## src/rtl/seven_seg_scan.sv

```systemverilog
// N-digit multiplexed seven-segment scanner with shadow register, PWM brightness and per-digit dp.
// Optional leading-zero blanking is compiled in with `define SEVEN_SEG_LZ_BLANK_EN.
module seven_seg_scan #(
  parameter int NUM_DIGITS     = 4,
  parameter int DIV_WIDTH      = 10,
  parameter int SEG_ACTIVE_LOW = 1,
  parameter int SEL_ACTIVE_LOW = 0
) (
  input  logic                      CLK,
  input  logic                      reset,
  input  logic [4*NUM_DIGITS-1:0]   din,
  input  logic [NUM_DIGITS-1:0]     dp_in,
  input  logic                      load,
  input  logic [3:0]                bright,
  input  logic                      blank_en,
  output logic [6:0]                seg,
  output logic                      dp,
  output logic [NUM_DIGITS-1:0]     digit_sel,
  output logic                      frame_done
);

  localparam int IDX_W = $clog2(NUM_DIGITS);
  localparam logic [IDX_W-1:0] LAST_IDX = IDX_W'(NUM_DIGITS - 1);
  localparam logic [6:0] SEG_MASK = (SEG_ACTIVE_LOW != 0) ? 7'h7F : 7'h00;
  localparam logic DP_MASK = (SEG_ACTIVE_LOW != 0);
  localparam logic [NUM_DIGITS-1:0] SEL_MASK =
    (SEL_ACTIVE_LOW != 0) ? {NUM_DIGITS{1'b1}} : {NUM_DIGITS{1'b0}};

  logic [DIV_WIDTH-1:0]    div_cnt_reg, div_cnt_next;
  logic [IDX_W-1:0]        idx_reg, idx_next;
  logic [4*NUM_DIGITS-1:0] shadow_din_reg, shadow_din_next;
  logic [NUM_DIGITS-1:0]   shadow_dp_reg, shadow_dp_next;
  logic [6:0]              seg_reg, seg_next;
  logic                    dp_reg, dp_next;
  logic [NUM_DIGITS-1:0]   sel_reg, sel_next;
  logic                    frame_done_reg, frame_done_next;

  logic                    tick;
  logic                    on;
  logic                    blank_cur;
  logic [3:0]              nib [NUM_DIGITS];

  function automatic logic [6:0] hex_to_seg(input logic [3:0] h);
    logic [6:0] s;
    case (h)
      4'h0: s = 7'h3F;
      4'h1: s = 7'h06;
      4'h2: s = 7'h5B;
      4'h3: s = 7'h4F;
      4'h4: s = 7'h66;
      4'h5: s = 7'h6D;
      4'h6: s = 7'h7D;
      4'h7: s = 7'h07;
      4'h8: s = 7'h7F;
      4'h9: s = 7'h6F;
      4'hA: s = 7'h77;
      4'hB: s = 7'h7C;
      4'hC: s = 7'h39;
      4'hD: s = 7'h5E;
      4'hE: s = 7'h79;
      default: s = 7'h71;
    endcase
    return s;
  endfunction

  genvar gi;
  generate
    for (gi = 0; gi < NUM_DIGITS; gi++) begin : g_nib
      assign nib[gi] = shadow_din_reg[4*gi +: 4];
    end
  endgenerate

`ifdef SEVEN_SEG_LZ_BLANK_EN
  // A digit is a leading zero when it and every digit above it are zero; digit 0 always shows.
  logic [NUM_DIGITS-1:0] lz_mask;
  generate
    for (gi = 0; gi < NUM_DIGITS; gi++) begin : g_lz
      if (gi == 0) begin : g_first
        assign lz_mask[gi] = 1'b0;
      end else begin : g_upper
        assign lz_mask[gi] = (shadow_din_reg[4*NUM_DIGITS-1:4*gi] == '0);
      end
    end
  endgenerate
  assign blank_cur = blank_en & lz_mask[idx_reg];
`else
  logic unused_blank_en;
  assign unused_blank_en = blank_en;
  assign blank_cur = 1'b0;
`endif

  assign tick = &div_cnt_reg;
  assign on   = (div_cnt_reg[DIV_WIDTH-1 -: 4] <= bright);

  always_comb begin
    div_cnt_next    = div_cnt_reg + DIV_WIDTH'(1);
    idx_next        = idx_reg;
    shadow_din_next = shadow_din_reg;
    shadow_dp_next  = shadow_dp_reg;
    seg_next        = SEG_MASK;
    dp_next         = DP_MASK;
    sel_next        = SEL_MASK;
    frame_done_next = tick && (idx_reg == LAST_IDX);

    if (tick) begin
      idx_next = (idx_reg == LAST_IDX) ? '0 : idx_reg + IDX_W'(1);
    end
    if (load) begin
      shadow_din_next = din;
      shadow_dp_next  = dp_in;
    end

    // Outputs are built from the current (pre-edge) shadow, so a load shows one cycle later.
    if (on) begin
      seg_next = (blank_cur ? 7'h00 : hex_to_seg(nib[idx_reg])) ^ SEG_MASK;
      dp_next  = shadow_dp_reg[idx_reg] ^ DP_MASK;
      sel_next = ({{(NUM_DIGITS-1){1'b0}}, 1'b1} << idx_reg) ^ SEL_MASK;
    end
  end

  always_ff @(posedge CLK or posedge reset) begin
    if (reset) begin
      div_cnt_reg    <= '0;
      idx_reg        <= '0;
      shadow_din_reg <= '0;
      shadow_dp_reg  <= '0;
      seg_reg        <= SEG_MASK;
      dp_reg         <= DP_MASK;
      sel_reg        <= SEL_MASK;
      frame_done_reg <= 1'b0;
    end else begin
      div_cnt_reg    <= div_cnt_next;
      idx_reg        <= idx_next;
      shadow_din_reg <= shadow_din_next;
      shadow_dp_reg  <= shadow_dp_next;
      seg_reg        <= seg_next;
      dp_reg         <= dp_next;
      sel_reg        <= sel_next;
      frame_done_reg <= frame_done_next;
    end
  end

  assign seg        = seg_reg;
  assign dp         = dp_reg;
  assign digit_sel  = sel_reg;
  assign frame_done = frame_done_reg;

endmodule

```

## config.mk

```make
export PLATFORM = sky130hd
export DESIGN_NAME = seven_seg_scan
export DESIGN_NICKNAME = d
export VERILOG_FILES = /design/src/rtl/seven_seg_scan.sv
export SDC_FILE = /design/constraint.sdc
export NUM_CORES = 1
export LEC_CHECK = 0
export ABC_AREA = 1
export BUFFER_PORTS_ARGS = -buffer_cell sky130_fd_sc_hd__buf_2
export CORE_AREA = 2 2 52 103
export CTS_BUF_LIST = sky130_fd_sc_hd__clkbuf_4 sky130_fd_sc_hd__clkbuf_8 sky130_fd_sc_hd__clkbuf_16
export DETAILED_ROUTE_END_ITERATION = 10
export DIE_AREA = 0 0 54 105
export HOLD_SLACK_MARGIN = 0.03
export PLACE_DENSITY_LB_ADDON = 0.1
export SETUP_SLACK_MARGIN = 0.1
export SYNTH_ARGS = -nofsm -noshare
export SYNTH_HDL_FRONTEND = slang
export SYNTH_SLANG_ARGS = --single-unit
```

## constraint.sdc

```tcl
create_clock -name CLK -period 1.9 [get_ports CLK]
set_input_delay 0.19 -clock CLK [delete_from_list [all_inputs] [get_ports CLK]]
set_output_delay 0.19 -clock CLK [all_outputs]
set_load 0.005 [all_outputs]
```

## Word-level counts from Yosys, hierarchy flattened

Memory sizes are Yosys's and may differ from the RTL's.
Index checks and enable logic that the tools add are counted.

- $add $sub $neg: 2
- Multiply operators: 0
- Divide/modulo/power cells: 0
- $lt $le $gt $ge: 3
- Equality and inequality tests: 1
- Shifts and indexed selects: 1
- Mux-type cells: 10
- Bitwise operators: 3
- Reduce and logical (&&, ||, !) cells: 2

Operators by type and width:

| kind | count |
|---|---|
| 7-bit two-way mux | 2 |
| 4-bit two-way mux | 3 |
| 10-bit by 1-bit adder with 10-bit output (second input constant) | 1 |
| 10-bit AND reduction | 1 |
| 4-bit binary-select mux with 2-bit select | 1 |
| 7-bit NOT | 1 |
| 4-bit <= comparator | 1 |
| 1-bit by 2-bit left shift with 4-bit output (first input constant) | 1 |
| 3-bit greater-or-equal comparator (second input constant) | 1 |
| 2-bit by 3-bit < comparator with 1-bit output (second input constant) | 1 |
| 2-bit NOT with 3-bit output | 1 |
| 2-bit by 1-bit adder with 2-bit output (second input constant) | 1 |
| 1-bit binary-select mux with 2-bit select | 1 |
| 2-bit == test (second input constant) | 1 |
| 1-bit two-way mux | 2 |
| 2-bit two-way mux | 1 |
| 1-bit logical AND | 1 |
| 1-bit NOT | 1 |

- Flip-flop bits (word level): 45
- Latch bits: 0
- Memory bits (writable): 0
- Memory bits (read-only): 112
- Bits of input ports: 28
- Output and inout bits: 13
- Logic and storage cells: 31
- Memories: 1

Memories:

| name | words | width | read ports | clocked after Yosys merged registers in | wr ports | RTL line | source |
|---|---|---|---|---|---|---|---|
| (name not given) | 16 | 7 | 1 | 0 | 0 | 45 | `case (h)` |

## Depth between registers and ports, before layout

Gate-level depths: netlist of run 1.
An unclocked memory read counts as a cell.

- Depth after elaboration: 8
- Gate-level depth with buffers: 11
- Depth with buffers taken out: 10

## Worst setup path after synthesis of run 1

OpenSTA, ideal clock, no wires.

- Path type: register -> register
- Start: register idx_reg[0]
- End: register seg_reg[3], in the netlist seg[3]
- Library setup time: 0.085 ns
- Data arrival time: 1.374 ns
- Data required time: 1.815 ns
- Setup slack: 0.442 ns
- Stages on the path, launching flop included: 12
- Period minus slack after synthesis: 1.458 ns
- Cells stage by stage: dfrtp_1 > inv_2 > buf_6 > nand2_1 > nand3_2 > nand2_2 > inv_2 > ha_1 > inv_1 > nand2_2 > nand3_1 > nand3_1

- Cells in the longest elaborated chain, start to end: 8

Ends and longest elaborated chain:

| what | RTL line | source |
|---|---|---|
| from (decl) | 30 | `logic [IDX_W-1:0] idx_reg, idx_next;` |
| from (signal assigned) | 133 | `idx_reg <= idx_next;` |
| 2-bit NOT with 3-bit output (not written as such) | 115 | `seg_next = (blank_cur ? 7'h00 : hex_to_seg(nib[idx_reg])) ^ SEG_MASK;` |
| 4-bit binary-select mux with 2-bit select | 115 |  |
| 4-bit two-way mux (not written as such) (2 in series) | 115 |  |
| memory 16 x 7 bit | -- |  |
| 7-bit two-way mux | 114 | `if (on) begin` |
| 7-bit NOT (no line) | -- |  |
| 7-bit two-way mux | 114 |  |
| via seg_next[3] | 33 | `logic [6:0] seg_reg, seg_next;` |
| to (signal assigned) | 136 | `seg_reg <= seg_next;` |
| to (decl) | 33 |  |

The timed path passes the listed nets, and every way through them passes these cells. The select of a mux whose other input is x is not followed.
A chain may end at the register's enable or synchronous reset.

## Final worst setup path of run 1

- Start: register idx_reg[1]
- End: register seg_reg[3], in the netlist seg[3]

Same word-level chain as after synthesis.

==> results.yml, run 1 <==
setup_path:
  max_stage_delay_ns: 0.50
  rrSetupSlack_ns: 0.30
  cp_data_arrival_time_ns: 1.82
  reg2reg_depth: 9
  endpoint_kind: "register"
  critPathSlowestCell: "dfrtp_1"
  rr_startpoint: "idx_reg[1]$_DFFE_PP0P_"
  crit_required_ns: 2.12
  path_cells: "inv_4 > nand3_2 > nand2_2 > inv_2 > ha_1 > inv_1 > nand2_2 > nand3_1 > nand3_1"
  cp-start-kind: "register"
  r2r_end: "seg[3]$_DFF_PP1_"
  cp_max_fo: 8
  criticalPathCategory: "register to register"
yosys:
  ys_seq_elements: 45
  yosys.area_share.xor_xnor: 0.0221
  synth_compound_area_frac: 0.0395
  synth_top_family_by_area: "simple AND/OR/NAND/NOR gates"
  synth_area_um2: 2370
  yosysUniqueCellTypes: 26
  muxShareOfSynthArea: 0.0664
  synthSimpleGateAreaFrac: 0.246
  yosysWarnings: 0
  syn_avg_cell_area_um2: 9.65
  synth_fa_ha_area_frac: 0.0791
  synth_cells: 246
  synth_fp_nets: 289
  yosysSeqAreaShare: 0.479
routing:
  drt_iter0_markers: 25
  wirelength_um: 4130
  wl_per_cell_um: 11.8
  ant_nets: 0
  highest_layer: "met4"
  viasPerCell: 4.93
  num_vias: 1725
  met3RoutedLength_um: 123
  drtPass1Iterations: 4
  wl_met1_um: 1580
  drc: 0
  wl_met2_um: 2340
layout:
  nFillCells: 480
  final_common_cell: "nand2_1"
  mostFrequentLayoutCells: "nand2_1, buf_2, dfrtp_1"
  multi_input_area_um2: 1070
  num-nets-final: 335
  syn_to_final_growth_pct: 15.4
  antenna_cells: 0
  final_layout_size_suffix_gt1_frac: 0.341
  largest_reg_flops: 16
  seq_area_um2: 1140
floorplan:
  ios: 41
  core_um2: 4860
  start_util: 0.488
  fp.dieArea_um2: 5670
  fp.dieW_um: 54
  die_h_um: 105
  num_rows: 36
grt:
  grt_overflow: 0
  grt_pass1_wl_um: 7580
  grt_max_degree: 27
  grt_util_all_layers: 0.178
  grt_pass1_vias: 1783
  antenna_found_initial: 0
clocking:
  cts_buffer_depth: 2
  cts-root-buf: "clkbuf_8"
  insertion_delay_ns: 0.29
  post-cts-setup-buffers: 0
  cts_buffers: 5
  clkTransAtPathRegs_ns: 0.08
  cts_tree: "built"
  htree_levels: 2
  clkSinkCount: 45
timing:
  finalSetupViolations: 0
  rsz0062_at_grt: "false"
  max_clock_freq_mhz: 624
  slew_viol_final: 0
  finalCritPeriodShare: 0.843
  fin_skew_ns: 0.00501
  relSlewSlack: 0.481
  post-route-min-period_ns: 1.60
  finalHoldViolCount: 0
  setup_tns_ns: 0
  tightest_slew_ns: 0.773
hold_path:
  min_path_cells: 3
  holdPathEnd: "shadow_din_reg[7]$_DFFE_PP0P_"
  hold_start: "din[7]"
  holdCritPathClass: "input pin to register"
power_and_ir_drop:
  total_leakage_power_nw: 1.41
  vdd_drop_max_mv: 0.770
  p_total_mw: 1.93
  p_per_area_nw_per_um2: 703
run:
  maxCapViolCount: 0
placed_design:
  port_buffers: 39
  place.gp.congestion: 0.765
  dp_hpwl_um: 3310
status:
  status: "complete, no violations"
-- repair_timing --
action                                 4_1_cts  5_1_grt
endpoints found under the hold margin       12        0
hold buffers                                 1        0
gates resized for setup                      0        0
-- critical path, delay by kind of cell (launching register included) --
| family | cells | cell delay, ns |
|---|---|---|
| DFF | 1 | 0.50 |
| and+or+nand+nor | 5 | 0.44 |
| buffers and inverters | 3 | 0.36 |
| adders and majority gates | 1 | 0.23 |
-- cells by family (layout without fill, tap and decap cells) --
group                      after synthesis  count (layout)
AOI/OAI and AO/OA                       15              15
xor gates and xnor gates                 6               6
adders and majority gates               15              15
buffers and inverters                   36              83
DFF                                     45              45
muxes                                   14              14
and+or+nand+nor                        115             115
-- layout make-up --
class,instances,share of cell area
Clock inverter,2,0.00365
Inverter,30,0.0420
Tap cell,57,0.0260
Sequential cell,45,0.415
Clock buffer,6,0.0279
Timing Repair Buffer,45,0.0932
Multi-Input combinational cell,165,0.392
-- how the worst max path moves through the flow --
| stage | to | startpoint | slack (ns) | cells after the start |
|---|---|---|---|---|
| after CTS | seg[3]$_DFF_PP1_ | idx_reg[1]$_DFFE_PP0P_ | 0.27 | 9 |
| after global placement | seg[3]$_DFF_PP1_ | idx_reg[1]$_DFFE_PP0P_ | 0.30 | 9 |
| final | seg[3]$_DFF_PP1_ | idx_reg[1]$_DFFE_PP0P_ | 0.30 | 9 |
| after detailed placement | seg[3]$_DFF_PP1_ | idx_reg[1]$_DFFE_PP0P_ | 0.29 | 9 |
| after floorplan | seg[3]$_DFF_PP1_ | idx_reg[0]$_DFFE_PP0P_ | 0.44 | 11 |
| after global routing | seg[3]$_DFF_PP1_ | idx_reg[1]$_DFFE_PP0P_ | 0.13 | 9 |
-- metrics by stage --
step	hold slack, ns	util	cells	area, um2	worst slack (ns)
finish	0.0956	0.563	350	2740	0.298
CTS	0.0900	0.563	350	2740	0.270
global route	0.0993	0.563	350	2740	0.126
floorplan	0.307	-	246	2370	0.442
global placement	0.265	0.543	341	2640	0.301
detailed placement	0.271	0.543	341	2640	0.286
-- per-layer routing --
metal  vias to the layer above  global-route usage
met5                         -                   0
met4                         0              0.0643
li1                        867                   -
met2                        29               0.319
met1                       821               0.193
met3                         8              0.0357
-- Yosys cell counts --
library cell   n  area [um2]
nand2_1       51         191
dfrtp_1       37         926
nand3_1       28         140
inv_1         26        97.6
ha_1          15         188
mux2_2        14         158
nor2_1        14        52.6
nand2_2       10        62.6
dfstp_2        8         210
o21ai_0        8        40.0
a21oi_1        4        20.0
nand2_4        4        45.0
buf_6          3        33.8
inv_2          3        11.3
nor2_4         3        33.8
xnor2_1        3        26.3
xor2_1         3        26.3
buf_2          2        10.0
nand3_4        2        35.0
o21bai_1       2        15.0
a21boi_4       1        18.8
clkbuf_1       1        3.75
inv_4          1        6.26
nand3_2        1        10.0
nand4_1        1        6.26
nor2_2         1        6.26
-- report_power, final --
| part | internal, mW | switching [mW] |
|---|---|---|
| Sequential | 1.04 | 0.0239 |
| Clock | 0.269 | 0.305 |
| Combinational | 0.128 | 0.155 |
No activity file was read; power rests on OpenSTA's default activity.
==> run 2: changes to the inputs <==
--- a/config.mk
+++ b/config.mk
@@ -5,12 +5,12 @@
 export SDC_FILE = /design/constraint.sdc
 export NUM_CORES = 1
 export LEC_CHECK = 0
-export ABC_AREA = 1
+export ABC_AREA = 0
 export BUFFER_PORTS_ARGS = -buffer_cell sky130_fd_sc_hd__buf_2
-export CORE_AREA = 2 2 52 103
+export CORE_AREA = 2 2 51 100
 export CTS_BUF_LIST = sky130_fd_sc_hd__clkbuf_4 sky130_fd_sc_hd__clkbuf_8 sky130_fd_sc_hd__clkbuf_16
 export DETAILED_ROUTE_END_ITERATION = 10
-export DIE_AREA = 0 0 54 105
+export DIE_AREA = 0 0 53 102
 export HOLD_SLACK_MARGIN = 0.03
 export PLACE_DENSITY_LB_ADDON = 0.1
 export SETUP_SLACK_MARGIN = 0.1
==> constraint.sdc (replaced) <==
create_clock -name CLK -period 1.3 [get_ports CLK]
set_input_delay 0.13 -clock CLK [delete_from_list [all_inputs] [get_ports CLK]]
set_output_delay 0.13 -clock CLK [all_outputs]
set_load 0.005 [all_outputs]
==> results.yml, run 2 <==
status:
  status: "complete, but fails checks"
  violations: "setup timing"
timing:
  setup_slack_ns: -0.458
  setup_tns_ns: -4.28
  max_clock_freq_mhz: 569
  rsz0062_at_grt: "true"
  finalSetupViolations: 15
  tightest_slew_ns: 0.458
  post-route-min-period_ns: 1.76
  fin_skew_ns: 0.00822
  finalHoldViolCount: 0
  slew_viol_final: 0
  relSlewSlack: 0.695
  finalCritPeriodShare: 1.35
layout:
  mostFrequentLayoutCells: "buf_2, buf_4, dfrtp_1"
  multi_input_area_um2: 1260
  num-nets-final: 306
  final_layout_size_suffix_gt1_frac: 0.689
  syn_to_final_growth_pct: 50.9
  largest_reg_flops: 16
  final_common_cell: "buf_2"
  antenna_cells: 0
  design_area_um2: 3310
  utilization: 0.719
  seq_area_um2: 1140
  nFillCells: 305
run:
  maxCapViolCount: 0
yosys:
  yosysUniqueCellTypes: 30
  yosys.area_share.xor_xnor: 0.0480
  synthTopCellsByArea: "dfrtp_1, mux2_2, dfstp_2, ha_1, mux4_2"
  yosysTopAreaCell: "dfrtp_1"
  synth_cells: 170
  synth_compound_area_frac: 0.0388
  synthSimpleGateAreaFrac: 0.0891
  synth_commonest_cells: "dfrtp_1, mux2_2, ha_1, inv_1, nand2_1"
  synth_area_um2: 2190
  syn_avg_cell_area_um2: 12.9
  muxShareOfSynthArea: 0.180
  synth_fa_ha_area_frac: 0.0857
  synth_edf_count: 0
  yosysMostFrequentCell: "dfrtp_1"
  synth_fp_nets: 213
  ys_seq_elements: 45
  yosys.area.top_type_share: 0.423
  ys.flop_type: "dfrtp_1"
  synth_top_family_by_area: "multiplexers"
  yosysSeqAreaShare: 0.519
  yosysWarnings: 0
  ys_async_sr_fraction: 1.00
power_and_ir_drop:
  total_leakage_power_nw: 1.50
  vdd_drop_max_mv: 0.824
  seq_power_share: 0.484
  power.switching_uw: 781
  sw_frac_of_total: 0.238
  clock_power_share: 0.339
  p_per_area_nw_per_um2: 991
  p_int_mw: 2.50
  pwr-share-comb: 0.178
floorplan:
  core_um2: 4600
  ios: 41
  fp.dieW_um: 53
  fp.dieArea_um2: 5410
  num_rows: 35
  die_h_um: 102
  start_util: 0.476
grt:
  grt_pass1_vias: 1887
  grt_max_degree: 46
  antenna_found_initial: 0
  grt_overflow: 0
  grt_pass1_wl_um: 8980
  grt_util_all_layers: 0.235
routing:
  viasPerCell: 5.19
  num_vias: 1656
  drtPass1Iterations: 4
  drt_iter0_markers: 16
  wl_per_cell_um: 18.0
  ant_nets: 0
  wirelength_um: 5750
  drc: 0
setup_path:
  criticalPathCategory: "register to register"
  crit_required_ns: 1.52
  cp_data_arrival_time_ns: 1.98
  cp_max_fo: 5
  endpoint_kind: "register"
  cp-start-kind: "register"
placed_design:
  placed_cell_area_um2: 2780
  port_buffers: 39
  place.gp.congestion: 0.775
  dp_hpwl_um: 3800
clocking:
  cts_buffers: 5
  clkTransAtPathRegs_ns: 0.08
  cts_tree: "built"
  htree_levels: 2
  clkSinkCount: 45
  cts_buffer_depth: 2
  cts-root-buf: "clkbuf_8"
  insertion_delay_ns: 0.30
hold_path:
  holdCritPathClass: "input pin to register"
-- run 2: power groups by stage --
| stage | sequential [mW] | clock, mW | combinational [mW] |
|---|---|---|---|
| 2_1_floorplan | 1.61 | 0 | 0.312 |
| 3_3_place_gp | 1.60 | 0 | 0.516 |
| 3_5_place_dp | 1.61 | 0 | 0.540 |
| 4_1_cts | 1.59 | 1.13 | 0.560 |
| 5_1_grt | 1.60 | 1.20 | 0.634 |
| 6_report | 1.59 | 1.11 | 0.582 |
-- run 2: cell families (layout without fill, tap and decap cells) --
group,count (synthesis),after routing
flops,45,45
simple gates,38,38
mux,29,30
buf+inv,18,111
fa+ha+maj,15,15
compound gates,13,13
xor+xnor,12,12
-- run 2: metal layers --
metal	GRT usage	share of wire
met4	0.101	0.029
met5	0	0
met1	0.231	0.33
met2	0.449	0.61
met3	0.0482	0.029
-- run 2: area by class of cell --
class / instances / share of cell area
clock buffer: 7 / 0.0272
timing repair buffer: 92 / 0.201
inverter: 11 / 0.0159
clock inverter: 1 / 0.00908
multi-input combinational: 108 / 0.382
sequential: 45 / 0.344
tap: 55 / 0.0208
-- run 2: through the flow --
step / instances / power [mW] / hold WS [ns] / worst slack [ns]
after floorplan: 170 / 1.92 / 0.282 / -0.458
after global routing: 319 / 3.43 / 0.0480 / -0.534
after detailed placement: 294 / 2.15 / 0.185 / -0.516
after global placement: 294 / 2.12 / 0.179 / -0.453
final: 319 / 3.28 / 0.0580 / -0.458
after CTS: 313 / 3.28 / 0.0549 / -0.494
-- run 2: final timing paths --
| kind | from | endpoint | slack, ns | cells after the start |
|---|---|---|---|---|
| setup reg to reg | idx_reg[0]$_DFFE_PP0P_ | seg[1]$_DFF_PP1_ | -0.46 | 5 |
| min in group asynchronous | reset | digit_sel[1]$_DFF_PP0_ | 0.39 | 4 |
| hold / removal | din[9] | shadow_din_reg[9]$_DFFE_PP0P_ | 0.06 | 2 |
| hold reg to reg | shadow_din_reg[13]$_DFFE_PP0P_ | shadow_din_reg[13]$_DFFE_PP0P_ | 0.52 | 1 |
| max in group asynchronous | reset | dp$_DFF_PP1_ | 0.62 | 4 |
| setup / recovery | idx_reg[0]$_DFFE_PP0P_ | seg[1]$_DFF_PP1_ | -0.46 | 5 |
-- run 2: worst max-delay path, stage by stage, from the launching register on --
cell	delay, ns
dfrtp_2	0.42
mux4_2	0.62
inv_4	0.14
ha_4	0.20
o211ai_1	0.17
o211ai_1	0.13
-- run 2: repair_timing --
action	CTS	global route
cloned	2	0
gates resized for setup	22	41
buffers inserted	8	10
endpoints found under the hold margin	37	0
endpoints found under the setup margin	14	19
hold buffers	1	0
pin swaps	9	20
